## config.mk

```make
export PLATFORM = sky130hd
export DESIGN_NAME = can_filter_ctrl
export DESIGN_NICKNAME = d
export VERILOG_FILES = /design/src/rtl/can_filter_ctrl.sv
export SDC_FILE = /design/constraint.sdc
export NUM_CORES = 1
export LEC_CHECK = 0
export CAP_MARGIN = 20
export CORE_MARGIN = 3
export CORE_UTILIZATION = 30
export CTS_BUF_LIST = sky130_fd_sc_hd__clkbuf_16
export DETAILED_ROUTE_END_ITERATION = 8
export HOLD_SLACK_MARGIN = 0.02
export PLACE_DENSITY = 0.56
export SETUP_SLACK_MARGIN = 0.02
export SLEW_MARGIN = 20
export SYNTH_ARGS = -nofsm -noshare
export SYNTH_HDL_FRONTEND = slang
export SYNTH_SLANG_ARGS = --single-unit
```

## constraint.sdc

```tcl
create_clock -name clk -period 14.65 [get_ports clk]
set_clock_uncertainty 0.2 [all_clocks]
set_input_delay 2.93 -clock clk [delete_from_list [all_inputs] [get_ports clk]]
set_output_delay 2.93 -clock clk [all_outputs]
set_load 0.01 [all_outputs]
```

## src/rtl/can_filter_ctrl.sv

```systemverilog
// can_filter_ctrl: sequential CAN acceptance filter, one code/mask entry scanned per clock.
// Optional per-entry saturating hit counters when CAN_FILTER_HITCNT_EN is defined.
module can_filter_ctrl #(
  parameter int NUM_FILTERS = 4,
  parameter int IDX_W = (NUM_FILTERS > 1) ? $clog2(NUM_FILTERS) : 1
) (
  input  logic             clk,
  input  logic             rst,
  input  logic             cfg_we,
  input  logic [IDX_W-1:0] cfg_idx,
  input  logic [28:0]      cfg_code,
  input  logic [28:0]      cfg_mask,
  input  logic             cfg_enable,
  output logic             cfg_err,
  input  logic             frame_valid,
  output logic             frame_ready,
  input  logic             ide,
  input  logic [10:0]      id_std,
  input  logic [17:0]      id_ext,
  output logic             result_valid,
  output logic             accept_frame,
  output logic [IDX_W-1:0] match_idx,
  output logic [15:0]      hit_count
);
  typedef enum logic {IDLE, SCAN} state_t;
  state_t state_q, state_d;
  logic [IDX_W-1:0] scan_q, scan_d, match_idx_q, match_idx_d;
  logic ide_q, ide_d, result_valid_q, result_valid_d, accept_q, accept_d, cfg_err_q, cfg_err_d;
  logic [28:0] id_q, id_d, cmp_mask;
  logic [28:0] code_q [NUM_FILTERS];
  logic [28:0] code_d [NUM_FILTERS];
  logic [28:0] mask_q [NUM_FILTERS];
  logic [28:0] mask_d [NUM_FILTERS];
  logic [NUM_FILTERS-1:0] en_q, en_d;
  logic [2**IDX_W-1:0] idx_ok;
  logic cfg_wr, hit, last;
  for (genvar i = 0; i < 2**IDX_W; i++) begin : g_ok
    assign idx_ok[i] = (i < NUM_FILTERS);
  end
  assign frame_ready  = (state_q == IDLE);
  assign result_valid = result_valid_q;
  assign accept_frame = accept_q;
  assign match_idx    = match_idx_q;
  assign cfg_err      = cfg_err_q;
  // Standard frames compare only the base-ID field of the entry.
  assign cmp_mask = ide_q ? mask_q[scan_q] : {mask_q[scan_q][28:18], 18'b0};
  assign hit  = en_q[scan_q] && (((id_q ^ code_q[scan_q]) & cmp_mask) == 29'b0);
  assign last = (scan_q == IDX_W'(NUM_FILTERS - 1));
  always_comb begin
    state_d        = state_q;
    scan_d         = scan_q;
    ide_d          = ide_q;
    id_d           = id_q;
    code_d         = code_q;
    mask_d         = mask_q;
    en_d           = en_q;
    result_valid_d = 1'b0;
    accept_d       = accept_q;
    match_idx_d    = match_idx_q;
    cfg_wr         = cfg_we && frame_ready && idx_ok[cfg_idx];
    cfg_err_d      = cfg_we && !cfg_wr;
    if (cfg_wr) begin
      code_d[cfg_idx] = cfg_code;
      mask_d[cfg_idx] = cfg_mask;
      en_d[cfg_idx]   = cfg_enable;
    end
    if (state_q == IDLE) begin
      if (frame_valid) begin
        state_d = SCAN;
        scan_d  = '0;
        ide_d   = ide;
        id_d    = {id_std, id_ext};
      end
    end else if (hit || last) begin
      state_d        = IDLE;
      result_valid_d = 1'b1;
      accept_d       = hit;
      match_idx_d    = hit ? scan_q : '0;
    end else begin
      scan_d = scan_q + 1'b1;
    end
  end
  always_ff @(posedge clk or posedge rst) begin
    if (rst) begin
      state_q        <= IDLE;
      scan_q         <= '0;
      ide_q          <= 1'b0;
      id_q           <= '0;
      code_q         <= '{default: '0};
      mask_q         <= '{default: '0};
      en_q           <= '0;
      result_valid_q <= 1'b0;
      accept_q       <= 1'b0;
      match_idx_q    <= '0;
      cfg_err_q      <= 1'b0;
    end else begin
      state_q        <= state_d;
      scan_q         <= scan_d;
      ide_q          <= ide_d;
      id_q           <= id_d;
      code_q         <= code_d;
      mask_q         <= mask_d;
      en_q           <= en_d;
      result_valid_q <= result_valid_d;
      accept_q       <= accept_d;
      match_idx_q    <= match_idx_d;
      cfg_err_q      <= cfg_err_d;
    end
  end
`ifdef CAN_FILTER_HITCNT_EN
  logic [15:0] hit_q [NUM_FILTERS];
  logic [15:0] hit_d [NUM_FILTERS];
  always_comb begin
    hit_d = hit_q;
    if (cfg_wr) hit_d[cfg_idx] = '0;
    if (state_q == SCAN && hit && hit_q[scan_q] != 16'hFFFF) hit_d[scan_q] = hit_q[scan_q] + 1'b1;
  end
  always_ff @(posedge clk or posedge rst) begin
    if (rst) hit_q <= '{default: '0};
    else hit_q <= hit_d;
  end
  assign hit_count = idx_ok[cfg_idx] ? hit_q[cfg_idx] : 16'h0;
`else
  assign hit_count = 16'h0;
`endif
endmodule
```

==> summary.md <==
| Metric | Value |
|---|---|
| Die Height | 209 µm |
| Synth Area in Adders | 0.00101 |
| Unique masters post-synth | 56 |
| Core box area | 40200 µm² |
| Clk root buf | clkbuf_16 |
| Die area | 43700 µm² |
| Setup violators final | 0 |
| Most frequent cells in the layout | 273 x dfrtp_1, 264 x mux2_2, 100 x clkdlybuf4s50_1 |
| Clock tree sinks | 274 |
| Detailed-route via count | 7266 |
| CTS Hold Buffers Added | 0 |
| Syn Area/Cell | 13.7 µm² |
| Drt total wl | 28500 µm |
| WHS Path Cells | 1 |
| Commonest non-fill, non-tap cell in the layout | dfrtp_1 |
| All-Layer GR Usage | 0.131 |
| Ys flop type | dfrtp_1 |
| Total CTS buffers | 30 |
| First-pass GRT wire length | 45900 µm |
| Area grow syn2layout | 19.1% |
| Maximum number of pins on one net before global-route repair | 129 |
| Worst-Skew Late Latency | 0.55 ns |
| Final HPWL DP | 18400 µm |
| Setup bufs post-CTS | 0 |
| RSZ-0062 raised after global routing | false |
| Nets | 1074 |
| Critical path class | reg2out |
| Worst hold path class | reg2reg |
| Top delay family on crit path | buffers and inverters |
| Async S/R FF share, synth | 1.00 |
| # IOs | 117 |
| XOR/XNOR share of the synthesized area | 0.0765 |
| I/O Buffers | 100 |
| Vias in the first global route | 7865 |
| Post-CTS Resized | 0 |
| Max incr delay on CP | 0.65 ns |
| Area fraction in and, or, nand and nor cells after synthesis | 0.0282 |
| Max_cap viols | 0 |
| Cells after Synth | 901 |
| Endpoints failing hold | 0 |
| Actual slew at the worst max-slew pin | 0.957 ns |
| Yosys synthesis warning count | 0 |
| Status | completed |
| Final Wtd Congestion | 0.736 |
| DRT Pass-1 Iters | 4 |
| Largest family of logic cells by synthesized area | multiplexers |
| Pleak | 6.15 nW |
| Seq/Total Area, Yosys | 0.555 |
| CP Depth | 2 |
| EDFF count, synth | 0 |
| Clk pin slew, worst setup/hold paths | 0.06 ns |
| Fmax | 194 MHz |
| DRC | 0 |
| Peak supply drop | 0.0872 mV |
| Via-per-instance ratio | 4.76 |
| H-tree depth | 1 |
| Clock buffer depth | 3 |
| Worst Path Required | 11.52 ns |
| Iter 0 DRT Violations | 371 |
| Cell area after layout | 14700 µm² |
| Worst EP arrival | 2.03 ns |
| Rows | 73 |
| CP max-delay cell | dfrtp_1 |
| Power per cell area | 215 nW/µm² |
| Register bit total from synthesis | 274 |
| Multiplexer share of the synthesized area | 0.249 |
| Mapped Area | 12400 µm² |
| Grt total ovfl | 0 |
| CTS tree | yes |
| Slew headroom | 0.362 |
| Routed length per instance | 18.7 µm |
| Compound-gate portion of the synthesized area | 0.0561 |
| Initial core utilization | 0.308 |
| CP Capture Type | primary output |
| CP bufs+invs | 2 |
| CP Cell Sequence | inv_1 > clkdlybuf4s50_1 |
| Crit path time final | 5.16 ns |
| Die W | 209 µm |
| Total Neg Setup Slack | 0 ns |
| R2R depth | 8 |
| Layout cells sized above 1 | 0.323 |
| Final ANT Viol Nets | 0 |
| Critical Path Fanout Max | 13 |
| Placed instance area | 13800 µm² |
| Slew Limit Fails | 0 |
| Initial antenna violation count | 2 |
| Tcrit/Tclk final | 0.352 |
| Element type at the critical path start | register |
## metrics by stage
stage | instances | hold WS (ns) | util | power (mW) | setup WS (ns)
4_1_cts | 1523 | 0.305 | 0.366 | 3.21 | 9.45
3_5_place_dp | 1470 | 0.289 | 0.343 | 2.50 | 9.12
5_1_grt | 1524 | 0.315 | 0.366 | 3.39 | 9.35
3_3_place_gp | 1470 | 0.283 | 0.343 | 2.47 | 9.17
6_report | 1525 | 0.302 | 0.366 | 3.16 | 9.49
2_1_floorplan | 916 | 0.272 | - | 2.20 | 3.97
## state kept, by name (all words and copies together), names as in the netlist
| register | cells |
|---|---|
| ide_q | 1 |
| code_q | 116 |
| en_q | 4 |
| state_q | 1 |
| match_idx | 2 |
| accept_frame | 1 |
| mask_q | 116 |
| id_q | 29 |
| result_valid | 1 |
| cfg_err | 1 |
| scan_q | 2 |
## synth_stat cells (5+ instances only)
cell type  number  area, µm²
xor2_1         98        858
buf_4          16        120
mux2_2        264       2970
nand3_1        19       95.1
a221oi_1       19        166
clkbuf_1       44        165
dfrtp_1       274       6860
o21ai_0        10       50.1
buf_1           9       33.8
nor2_1          6       22.5
inv_1           8       30.0
a22oi_1         8       60.1
xnor2_1        10       87.6
nand2_1        19       71.3
buf_2           7       35.0
nand3b_1        5       37.5
mux2i_1         6       60.1
a31oi_1         8       50.1
a21oi_1         5       25.0
## final timing paths
check / startpoint / endpoint / slack [ns]
worst max-delay path: state_q / frame_ready / 9.49
worst min-delay path: mask_q[45] / mask_q[45] / 0.30
worst max register to register: scan_q[1] / result_valid / 11.43
worst min register to register: mask_q[45] / mask_q[45] / 0.30
max in group asynchronous: rst / mask_q[94] / 10.01
min in group asynchronous: rst / code_q[90] / 2.78
## kinds of logic after synthesis
group	count (synthesis)
compound gates	89
xor+xnor	108
fa+ha+maj	1
buf+inv	88
flops	274
mux	272
other cells	1
simple gates	68
## power by group
part           total [mW]  internal [mW]  switching, mW
clock network       0.690          0.395          0.295
logic                1.05          0.591          0.459
registers            1.42           1.13          0.289
total                3.16           2.12           1.04
## layout make-up
type | instances | area [µm²]
antenna | 1 | 2.50
multi-input combinational | 554 | 5180
clock buffer | 31 | 776
inverter | 9 | 41.3
fill | 3886 | 25500
clock inverter | 22 | 121
tap | 525 | 657
sequential | 274 | 6860
timing repair buffer | 109 | 1080
## per-layer routing
metal  wire length, µm  part of all wire  track usage
met3              1190             0.042       0.0200
met1             13600              0.48        0.188
met5                21           0.00074            0
met4               418             0.015       0.0291
met2             13300              0.47        0.210
## worst reg2reg max path: stages, from the launching register on
cell and delay (ns):
dfrtp_2 0.36, buf_4 0.57, mux2i_1 0.30, xor2_1 0.17
o221ai_1 0.14, o31a_1 0.31, o31a_1 0.35, o31ai_1 0.49
and2_1 0.26
No activity file was read; power rests on OpenSTA's default activity.
